==> config.mk <==
export PLATFORM = sky130hd
export DESIGN_NAME = mem_step_ctrl
export DESIGN_NICKNAME = d
export VERILOG_FILES = /design/src/rtl/mem_step_pkg.sv /design/src/rtl/btn_debounce.sv /design/src/rtl/mem_step_ctrl.sv
export SDC_FILE = /design/constraint.sdc
export NUM_CORES = 1
export LEC_CHECK = 0
export ABC_CLOCK_PERIOD_IN_PS = 2700
export BUFFER_PORTS_ARGS = -buffer_cell sky130_fd_sc_hd__buf_2
export CORE_MARGIN = 3
export CORE_UTILIZATION = 55
export CTS_CLUSTER_SIZE = 8
export DETAILED_ROUTE_END_ITERATION = 10
export GPL_TIMING_DRIVEN = 0
export HOLD_SLACK_MARGIN = 0.06
export PLACE_DENSITY = 0.79
export SLEW_MARGIN = 15
export SYNTH_ARGS = -nofsm -noshare
export SYNTH_HDL_FRONTEND = slang
export SYNTH_SLANG_ARGS = --single-unit
==> constraint.sdc <==
create_clock -name Clk_100M -period 2.7 [get_ports Clk_100M]
set_input_delay 0.405 -clock Clk_100M [delete_from_list [all_inputs] [get_ports Clk_100M]]
set_output_delay 0.405 -clock Clk_100M [all_outputs]
set_load 0.01 [all_outputs]
==> src/rtl/mem_step_pkg.sv <==
// ============================================================================
//  Module   : mem_step_pkg
//  Brief    : Shared types and defaults for the memory step controller.
//  Revision : 1.0
// ============================================================================
`default_nettype none

package mem_step_pkg;

    localparam int ADDR_W_DEFAULT = 6;

    typedef enum logic [1:0] {
        IDLE      = 2'd0,
        PRESS_CNT = 2'd1,
        HELD      = 2'd2,
        REL_CNT   = 2'd3
    } db_state_e;

    // Bits needed for a counter that runs 0..n-1; never narrower than one bit.
    function automatic int cnt_width(input int n);
        return (n < 2) ? 1 : $clog2(n);
    endfunction

endpackage

`default_nettype wire

==> src/rtl/btn_debounce.sv <==
// ============================================================================
//  Module   : btn_debounce
//  Brief    : 2-flop synchronizer plus debounce FSM; one press pulse per press.
//  Revision : 1.0
// ============================================================================
`default_nettype none

module btn_debounce
    import mem_step_pkg::*;
#(
    parameter int DEBOUNCE_CYCLES = 1000000
) (
    input  logic clk_i,
    input  logic rst_i,
    input  logic raw_i,
    output logic press_o
);

    localparam int CNT_W = cnt_width(DEBOUNCE_CYCLES);
    localparam logic [CNT_W-1:0] c_cnt_max = CNT_W'(DEBOUNCE_CYCLES - 1);

    logic             sync1_q;
    logic             sync2_q;
    db_state_e        state_q;
    db_state_e        state_d;
    logic [CNT_W-1:0] cnt_q;
    logic [CNT_W-1:0] cnt_d;
    logic             press_q;
    logic             press_d;

    always_ff @(posedge clk_i) begin
        if (rst_i) begin
            sync1_q <= 1'b0;
            sync2_q <= 1'b0;
            state_q <= IDLE;
            cnt_q   <= '0;
            press_q <= 1'b0;
        end else begin
            sync1_q <= raw_i;
            sync2_q <= sync1_q;
            state_q <= state_d;
            cnt_q   <= cnt_d;
            press_q <= press_d;
        end
    end

    always_comb begin
        state_d = state_q;
        cnt_d   = cnt_q;
        press_d = 1'b0;
        case (state_q)
            IDLE: begin
                if (sync2_q) begin
                    state_d = PRESS_CNT;
                    cnt_d   = '0;
                end
            end
            PRESS_CNT: begin
                if (!sync2_q) begin
                    state_d = IDLE;
                end else if (cnt_q == c_cnt_max) begin
                    state_d = HELD;
                    press_d = 1'b1;
                end else begin
                    cnt_d = cnt_q + CNT_W'(1);
                end
            end
            HELD: begin
                if (!sync2_q) begin
                    state_d = REL_CNT;
                    cnt_d   = '0;
                end
            end
            REL_CNT: begin
                // A bounce back high during release returns to HELD with no new pulse.
                if (sync2_q) begin
                    state_d = HELD;
                end else if (cnt_q == c_cnt_max) begin
                    state_d = IDLE;
                end else begin
                    cnt_d = cnt_q + CNT_W'(1);
                end
            end
            default: begin
                state_d = IDLE;
            end
        endcase
    end

    assign press_o = press_q;

endmodule

`default_nettype wire

==> src/rtl/mem_step_ctrl.sv <==
// ============================================================================
//  Module   : mem_step_ctrl
//  Brief    : Button/auto step strobe, wrapping word address and write qualify.
//  Revision : 1.0
// ============================================================================
`default_nettype none

module mem_step_ctrl
    import mem_step_pkg::*;
#(
    parameter int DEBOUNCE_CYCLES = 1000000,
    parameter int AUTO_PERIOD     = 50000000,
    parameter int ADDR_W          = ADDR_W_DEFAULT
) (
    input  logic              Clk_100M,
    input  logic              Rst,
    input  logic              Btn_Step,
    input  logic              Btn_Clear,
    input  logic              Sw_Write,
    input  logic              Sw_Auto,
    output logic              Clk_Pulse,
    output logic [ADDR_W-1:0] Mem_Addr,
    output logic              Mem_Write
);

    localparam int AUTO_W = cnt_width(AUTO_PERIOD);
    localparam logic [AUTO_W-1:0] c_auto_max = AUTO_W'(AUTO_PERIOD - 1);

    logic              step_press;
    logic              clear_press;
    logic              wr_sync1_q;
    logic              wr_sync2_q;
    logic              au_sync1_q;
    logic              au_sync2_q;
    logic [AUTO_W-1:0] auto_cnt_q;
    logic [AUTO_W-1:0] auto_cnt_d;
    logic              auto_hit;
    logic              step_req;
    logic              pulse_q;
    logic              pulse_d;
    logic              write_q;
    logic              write_d;
    logic [ADDR_W-1:0] addr_q;
    logic [ADDR_W-1:0] addr_d;
    logic              clr_pend_q;
    logic              clr_pend_d;

    btn_debounce #(
        .DEBOUNCE_CYCLES (DEBOUNCE_CYCLES)
    ) u_step_db (
        .clk_i   (Clk_100M),
        .rst_i   (Rst),
        .raw_i   (Btn_Step),
        .press_o (step_press)
    );

    btn_debounce #(
        .DEBOUNCE_CYCLES (DEBOUNCE_CYCLES)
    ) u_clear_db (
        .clk_i   (Clk_100M),
        .rst_i   (Rst),
        .raw_i   (Btn_Clear),
        .press_o (clear_press)
    );

    always_ff @(posedge Clk_100M) begin
        if (Rst) begin
            wr_sync1_q <= 1'b0;
            wr_sync2_q <= 1'b0;
            au_sync1_q <= 1'b0;
            au_sync2_q <= 1'b0;
            auto_cnt_q <= '0;
            pulse_q    <= 1'b0;
            write_q    <= 1'b0;
            addr_q     <= '0;
            clr_pend_q <= 1'b0;
        end else begin
            wr_sync1_q <= Sw_Write;
            wr_sync2_q <= wr_sync1_q;
            au_sync1_q <= Sw_Auto;
            au_sync2_q <= au_sync1_q;
            auto_cnt_q <= auto_cnt_d;
            pulse_q    <= pulse_d;
            write_q    <= write_d;
            addr_q     <= addr_d;
            clr_pend_q <= clr_pend_d;
        end
    end

    always_comb begin
        auto_hit   = au_sync2_q && (auto_cnt_q == c_auto_max);
        auto_cnt_d = (!au_sync2_q || auto_hit) ? '0 : auto_cnt_q + AUTO_W'(1);
        step_req   = au_sync2_q ? auto_hit : step_press;

        pulse_d    = step_req;
        write_d    = step_req && wr_sync2_q;

        // A clear colliding with a step request is deferred one edge so the
        // step still presents the old address, then lands in place of the increment.
        clr_pend_d = 1'b0;
        addr_d     = addr_q;
        if (clear_press && step_req) begin
            clr_pend_d = 1'b1;
        end else if (clear_press || (pulse_q && clr_pend_q)) begin
            addr_d = '0;
        end else if (pulse_q) begin
            addr_d = addr_q + ADDR_W'(1);
        end
    end

    assign Clk_Pulse = pulse_q;
    assign Mem_Write = write_q;
    assign Mem_Addr  = addr_q;

endmodule

`default_nettype wire

Word-level counts from Yosys, hierarchy flattened
Cells that the tools add are included.
Storage, ports and cells
  register bits: 89
  output and inout bits: 8
  input port bits: 6
  logic and storage cells: 99
Operators by class
  bitwise gates (word level): 5
  reductions and logical operators: 18
  add/sub/neg operators: 4
  equality and inequality tests: 21
  mux-type cells: 32
Operators with widths (number)
  $mux W20: 10
  $pmux W20 S4: 2
  $add A20 B1 Y20 const B: 2
  $eq A20 B20 Y1 const B: 2
  $add A26 B1 Y26 const B: 1
  $eq A26 B26 Y1 const B: 1
  $mux W2: 12
  $pmux W2 S4: 2
  $reduce_and A4 Y1: 4
  $mux W6: 2
  $eq A2 B2 Y1 const B: 4
  $ne A2 B1 Y1 const B: 4
  $ne A2 B2 Y1 const B: 4
  $add A6 B1 Y6 const B: 1
  $ne A3 B1 Y1 const B: 2
  $ne A3 B3 Y1 const B: 2
  $reduce_or A3 Y1: 2
  $not A1 Y1: 5
  $eq A2 B1 Y1 const B: 2
  $logic_and A1 B1 Y1: 4
  $logic_not A2 Y1: 2
  $mux W1: 4
  $logic_or A1 B1 Y1: 2
  $reduce_and A2 Y1: 1
  other kinds (3): 3

Logic depth before layout (Yosys ltp)
Gate-level depths: netlist (run 1).
  depth after elaboration: 6
  mapped depth: 8

Modules after synthesis
A second synthesis (run 1) with hierarchy kept.
Second synthesis, totals
  cell total of the unflattened synthesis: 478
  area, all modules: 4225.3 µm²
By module, submodules not included
  btn_debounce: cells each 145, times used 2, area each 1251.2 µm², sequential area each 500.5 µm²
  mem_step_ctrl: cells each 188, times used 1, area each 1722.9 µm², sequential area each 780.7 µm²

Worst setup path after synthesis (run 1)
No wires, ideal clock.
  kind: reg-to-reg
  start point: register u_clear_db.cnt_q[8]
  end point: register u_clear_db.cnt_q[15]
  stages on the path, launching flop included: 6
  arrival time: 1850 ps
  setup slack: 727 ps
  period minus slack after synthesis: 1973 ps
  data required time: 2577 ps
  setup time: 123 ps
  path through: dfxtp_1 or4b_4 nor4_4 nand3_1 nand3_1 mux2_1
Between the ends
  cells in the longest elaborated chain, start to end: 4
Ends and longest elaborated chain
  from (decl): RTL line btn_debounce.sv:26  | logic [CNT_W-1:0] cnt_q;
  from (signal assigned): RTL line btn_debounce.sv:42  | cnt_q <= cnt_d;
  $add A20 B1 Y20 or $eq A20 B20 Y1 (tied branches)
  $mux W20 *: RTL line btn_debounce.sv:61, btn_debounce.sv:78
  $mux W20, on equally long branches: RTL line btn_debounce.sv:76, btn_debounce.sv:59
  $pmux W20 S4 *: RTL line btn_debounce.sv:51  | case (state_q)
Mark *: on every way between the ends. The rest lies on a longest branch, timed or not. The select of a mux whose other input is x is not followed.
A chain may end at the register's enable or synchronous reset.

Worst setup path after layout (run 1)
  start point: register u_clear_db.cnt_q[10]
  end point: register u_clear_db.cnt_q[15]
The elaborated chain is that of the path after synthesis.

==> results of run 1 <==
path summary, 6_finish.rpt:
kind | end | from | slack, ns
max | u_clear_db.cnt_q[15] | u_clear_db.cnt_q[10] | 0.57
min | u_clear_db.sync1_q | Btn_Clear | 0.25
max reg2reg | u_clear_db.cnt_q[15] | u_clear_db.cnt_q[10] | 0.57
min reg2reg | u_step_db.sync2_q | u_step_db.sync1_q | 0.45
cell type report:
class                   instances  area share
clock inverters                 6      0.0252
well taps                      99      0.0271
inverters                      18      0.0148
multi-input cells             344       0.483
repair buffers                 13      0.0142
plain buffers                  17      0.0178
flip-flops and latches         89       0.390
clock buffers                  10      0.0279
where the power goes:
| part | switching, mW | internal, mW | total, mW |
|---|---|---|---|
| sequential | 0.0130 | 1.33 | 1.34 |
| clock | 0.481 | 0.622 | 1.10 |
| combinational | 0.0520 | 0.0303 | 0.0823 |
| total | 0.546 | 1.98 | 2.52 |
cell usage after synthesis, types with 3 or more instances:
master    number
a21oi_2        5
nand4_1       15
xor2_1        13
a21oi_1       18
and2_1         5
a211oi_1       5
clkbuf_1      11
nand2b_1       6
a22o_1         4
o21ai_2        3
nor3_1        12
or3_1         12
o211ai_1       3
mux2i_1        6
o21ai_0        6
and4_1         6
nand2_1       25
nand3_1       30
a21o_1         3
o21ai_1        4
buf_2          5
xnor2_1       27
a31oi_1       10
or4_1          3
nor2b_1       11
inv_1         18
dfxtp_1       89
nor2_1        55
ha_1           4
and3_1         8
nor4_1        13
cell usage in the layout (no fill, tap or decap), types with 4 or more instances in the layout:
cell	netlist	layout
a211oi_1	5	5
a21oi_1	18	18
a21oi_2	5	5
a22o_1	4	4
a31oi_1	10	10
and2_1	5	5
and3_1	8	8
and4_1	6	6
buf_2	5	18
clkbuf_1	11	12
clkbuf_8	0	9
dfxtp_1	89	89
ha_1	4	4
inv_1	18	18
mux2i_1	6	6
nand2_1	25	25
nand2b_1	6	6
nand3_1	30	30
nand4_1	15	15
nor2_1	55	55
nor2b_1	11	11
nor3_1	12	12
nor4_1	13	13
o21ai_0	6	6
o21ai_1	4	4
or3_1	12	12
xnor2_1	27	27
xor2_1	13	13
layer usage:
layer | share of wire | up-vias | global-route usage | routed length [um]
met2 | 0.45 | 57 | 0.320 | 3730
met4 | 0.015 | 0 | 0.0757 | 121
met3 | 0.038 | 13 | 0.0504 | 312
li1 | - | 1724 | - | -
met1 | 0.49 | 1598 | 0.263 | 4030
met5 | 0 | - | 0 | 0
kinds of logic (layout without fill, tap and decap cells):
kind of cell / Yosys count / in the layout / share of synthesized area
buf+inv: 35 / 64 / 0.0360
simple gates: 214 / 214 / 0.283
compound gates: 79 / 79 / 0.137
fa+ha+maj: 4 / 4 / 0.0121
mux: 7 / 7 / 0.0172
xor+xnor: 40 / 40 / 0.0846
flops: 89 / 89 / 0.430
registers in the layout, summed over array words and instances (netlist names), 6 cells and up, named ones only:
signal,cells
u_clear_db.cnt_q,20
u_step_db.cnt_q,20
auto_cnt_q,26
Mem_Addr,6
stage by stage:
stage | setup WS, ns | instances
final | 0.565 | 596
after global routing | 0.263 | 596
after CTS | 0.519 | 596
after detailed placement | 0.535 | 580
after global placement | 0.556 | 580
after floorplan | 0.727 | 468
worst reg2reg max path, delay by kind of cell (launching register included):
family        cells  cell delay, ns
simple gates      4            1.35
flops             1            0.37
mux               1            0.31
==> impl_metrics.yaml, run 1 <==
pwr:
  p_total_mw: 2.52
  p_leak_nw: 1.51
  powerDensity_mw_per_mm2: 552
  peakVddDrop_mv: 0.379
timing:
  rsz0062_at_grt: "false"
  hold_ws_ns: 0.246
  fmax_mhz: 468
  setup_violations: 0
  finalClockSkew_ns: 0.00943
  fin_crit_ns: 2.13
  worst_slew_pin_slew_ns: 0.813
  finalHoldViolations: 0
  final-max-slew-violation-count: 0
  period_share: 0.791
  slew_headroom: 0.453
  finalSetupTns_ns: 0
setup_path:
  crit_chain: "or4b_4 -> nor4_4 -> nand3_1 -> nand3_1 -> mux2_1"
  cp_slowest_stage_delay_ns: 0.54
  r2r_cells: 5
  crit_buf_inv: 0
  critPathSlowestCell: "or4b_4"
  crit_required_ns: 2.95
  crit_family: "simple AND/OR/NAND/NOR gates"
  crit_type: "register to register"
  cp.depth: 5
  cp_common_cell: "nand3_1"
  path_max_fanout: 6
  arrival_ns: 2.39
  cp-end-kind: "register"
  critPathLaunchType: "register"
logic_synthesis:
  synth_area_leaders: "dfxtp_1, xnor2_1, nor2_1"
  synthCells: 468
  synthFlopType: "dfxtp_1"
  synth_nets: 478
  synth_top_area_frac: 0.430
  synth_seq_cells: 89
  syn-cell-area_mm2: 0.00414
  async_flop_share: 0
  yosysWarnings: 0
  synth_edf_count: 0
  synth_top_area_cell: "dfxtp_1"
  seq_area_frac_synth: 0.430
  ys_types: 56
  syn_avg_cell_area_um2: 8.85
die:
  die_h_um: 92.8
  die_w_um: 92.8
  die-area_mm2: 0.00860
  design.core.area_mm2: 0.00729
  initial_core_util: 0.568
  rows: 31
  top_level_ports: 14
clock_tree:
  ctsHoldBuffers: 0
  clk_pin_slew_ns: 0.09
  clock_path_buffers: 2
  cts_sinks: 89
  cts_tree: "done"
  numCtsBuffers: 9
  clk_latency_ns: 0.36
  h-tree-depth: 3
  postCtsSetupBuffers: 0
  ctsResizeCount: 0
  cts_root_buf: "clkbuf_8"
detailed_routing:
  antenna_left: 0
  first_iter_violations: 132
  wl_per_cell_um: 13.7
  vias_per_cell: 5.69
  dr_total_vias: 3392
  wirelength_mm: 8.19
  drt_first_pass_iters: 4
  drc: 0
place:
  hpwl_mm: 5.76
  io_buffers: 13
  place_area_mm2: 0.00433
  finalWeightedCongestion: 0.822
cells_and_area:
  nNetsFinal: 502
  drive_gt1_frac: 0.109
  final_area_mm2: 0.00457
  synthToLayoutAreaGrowth_pct: 10.4
  n_antenna_cell: 0
  fillers: 684
  multi_input_area_mm2: 0.00221
  seq_area_mm2: 0.00178
  fin_util: 0.627
global_routing:
  grtUsageTotal: 0.201
  grt_pass1_wl_mm: 14.2
  antenna_found_initial: 0
  grt_max_degree: 16
  grt_pass1_vias: 3157
  grt_overflow: 0
worst_hold_path:
  hp-class: "input pin to register"
  hold_depth: 2
run:
  maxCapViolations: 0
outcome:
  status: "finished clean"
Note: power is estimated with default switching activity, not from simulation.
==> run 2: changes to the inputs <==
--- a/config.mk
+++ b/config.mk
@@ -5,7 +5,7 @@
 export SDC_FILE = /design/constraint.sdc
 export NUM_CORES = 1
 export LEC_CHECK = 0
-export ABC_CLOCK_PERIOD_IN_PS = 2700
+export ABC_CLOCK_PERIOD_IN_PS = 2060
 export BUFFER_PORTS_ARGS = -buffer_cell sky130_fd_sc_hd__buf_2
 export CORE_MARGIN = 3
 export CORE_UTILIZATION = 55
==> constraint.sdc (replaced) <==
create_clock -name Clk_100M -period 2.06 [get_ports Clk_100M]
set_input_delay 0.309 -clock Clk_100M [delete_from_list [all_inputs] [get_ports Clk_100M]]
set_output_delay 0.309 -clock Clk_100M [all_outputs]
set_load 0.01 [all_outputs]
==> run 2 against run 1 <==
- final cell count grew 1.7%
- setup slack lost 0.54 ns
- global-route usage grew 0.27 points
- sequential power grew 31%
- highest routed layer unchanged
- sequential cell count is the same
- register-to-register slack lost 0.54 ns
- sequential share of layout area shrank 1.6 points
- total power grew 31%
- clock skew is essentially flat
- critical endpoint is now u_clear_db.cnt_q[5]
==> impl_metrics.yaml, run 2 (synthesis gave the netlist of run 1 again) <==
outcome:
  status: "finished clean"
place:
  dp_cells: 580
  place_area_mm2: 0.00433
  finalWeightedCongestion: 0.822
  hpwl_mm: 5.76
  io_buffers: 13
global_routing:
  grt_max_degree: 16
  grt_pass1_wl_mm: 14.4
  grt_overflow: 0
  grt_pass1_vias: 3195
  grtUsageTotal: 0.204
  antenna_found_initial: 0
pwr:
  p_sw_frac: 0.217
  intPower_mw: 2.59
  peakVddDrop_mv: 0.499
  powerDensity_mw_per_mm2: 689
  combPwrFrac: 0.035
  p_leak_nw: 1.63
  power_frac_clock: 0.436
  p_total_mw: 3.31
  seq_power_share: 0.529
  switchingPower_mw: 0.719
clock_tree:
  numCtsBuffers: 9
  clock_path_buffers: 2
  cts_root_buf: "clkbuf_8"
  ctsHoldBuffers: 0
  cts_tree: "done"
  clk_pin_slew_ns: 0.09
  h-tree-depth: 3
  clk_latency_ns: 0.36
  cts_sinks: 89
run:
  maxCapViolations: 0
cells_and_area:
  drive_gt1_frac: 0.172
  final_area_mm2: 0.00481
  final_cell_mix: "dfxtp_1, nor2_1, nand3_1"
  largest_register_ffs: 26
  instances_no_fill: 606
  nNetsFinal: 512
  largest-register: "auto_cnt_q"
  top_regs: "auto_cnt_q (26), u_clear_db.cnt_q (20), u_step_db.cnt_q (20)"
  fillers: 632
  n_antenna_cell: 0
  final_common_cell: "dfxtp_1"
  synthToLayoutAreaGrowth_pct: 16.1
timing:
  rsz0062_at_grt: "true"
  setup_violations: 0
  finalHoldViolations: 0
  finalSetupTns_ns: 0
  fin_crit_ns: 2.04
  slew_headroom: 0.665
  period_share: 0.989
  worst_slew_pin_slew_ns: 0.502
  finalClockSkew_ns: 0.00950
  final-max-slew-violation-count: 0
  fmax_mhz: 491
setup_path:
  arrival_ns: 2.28
  crit_required_ns: 2.30
  crit_type: "register to register"
  cp-end-kind: "register"
  critPathLaunchType: "register"
  path_max_fanout: 5
die:
  rows: 31
  design.core.area_mm2: 0.00729
  initial_core_util: 0.568
  die-area_mm2: 0.00860
  top_level_ports: 14
  die_w_um: 92.8
  die_h_um: 92.8
detailed_routing:
  drc: 0
  wl_per_cell_um: 14.6
  drt_first_pass_iters: 4
  first_iter_violations: 135
  wirelength_mm: 8.82
  dr_total_vias: 3443
  vias_per_cell: 5.68
  antenna_left: 0
worst_hold_path:
  hp-class: "input pin to register"
-- run 2: cell types whose count changed in the layout (fill, tap and decap cells not counted), moves of 2 or more --
cell,change
buf_4,+11
clkbuf_1,-4
clkbuf_2,+2
dfxtp_1,-7
dfxtp_2,+4
dfxtp_4,+3
nor4_1,-4
nor4_4,+3
o31ai_2,-2
o31ai_4,+2
or3_1,-2
or3_4,+2
-- run 2: per-layer routing --
metal | vias to the layer above | GRT usage | part of all wire
met2 | 54 | 0.324 | 0.48
met1 | 1631 | 0.266 | 0.48
met5 | - | 0 | 0
li1 | 1750 | - | -
met4 | 0 | 0.0781 | 0.010
met3 | 8 | 0.0512 | 0.034
-- run 2: layout make-up --
type,instances,area [um^2],share of cell area
buffer,15,82.6,0.0172
inverter,18,67.6,0.0141
tap,99,124,0.0258
multi-input combinational,344,2320,0.482
clock inverter,6,115,0.0240
timing repair buffer,25,173,0.0359
sequential,89,1800,0.374
clock buffer,10,128,0.0266
-- run 2: worst paths after layout --
path | cells after the start | endpoint | from | slack, ns
worst min-delay path | 2 | wr_sync1_q | Sw_Write | 0.15
worst max register to register | 7 | u_clear_db.cnt_q[5] | u_clear_db.cnt_q[8] | 0.02
worst min register to register | 1 | auto_cnt_q[0] | auto_cnt_q[0] | 0.45
worst max-delay path | 7 | u_clear_db.cnt_q[5] | u_clear_db.cnt_q[8] | 0.02
-- run 2: power groups by stage --
stage | Sequential [mW] | Clock (mW) | Combinational [mW]
finish | 1.75 | 1.45 | 0.116
CTS | 1.76 | 1.48 | 0.108
detailed placement | 1.80 | 0 | 0.107
global placement | 1.79 | 0 | 0.105
floorplan | 1.80 | 0 | 0.0682
global route | 1.76 | 1.55 | 0.129
-- run 2: critical path: stages (launching register included) --
cell	delay [ns]
dfxtp_4	0.35
or4b_4	0.54
nor4_4	0.35
buf_4	0.19
a31o_4	0.20
buf_8	0.12
or3_1	0.12
a21oi_2	0.05
-- run 2: timing repair --
action / 4_1_cts / 5_1_grt
resized for setup: 3 / 31
buffers inserted: 3 / 8
pin swaps: 2 / 7
endpoints found under the hold margin: 0 / 0
gates cloned: 0 / 1
endpoints found under the setup margin: 31 / 66
-- run 2: stage by stage --
step	utilization	hold WS, ns	worst slack (ns)
floorplan	-	0.406	0.0870
global placement	0.594	0.418	-0.0557
detailed placement	0.594	0.424	-0.105
CTS	0.631	0.130	0.00343
global route	0.659	0.128	-0.0914
finish	0.659	0.153	0.0221
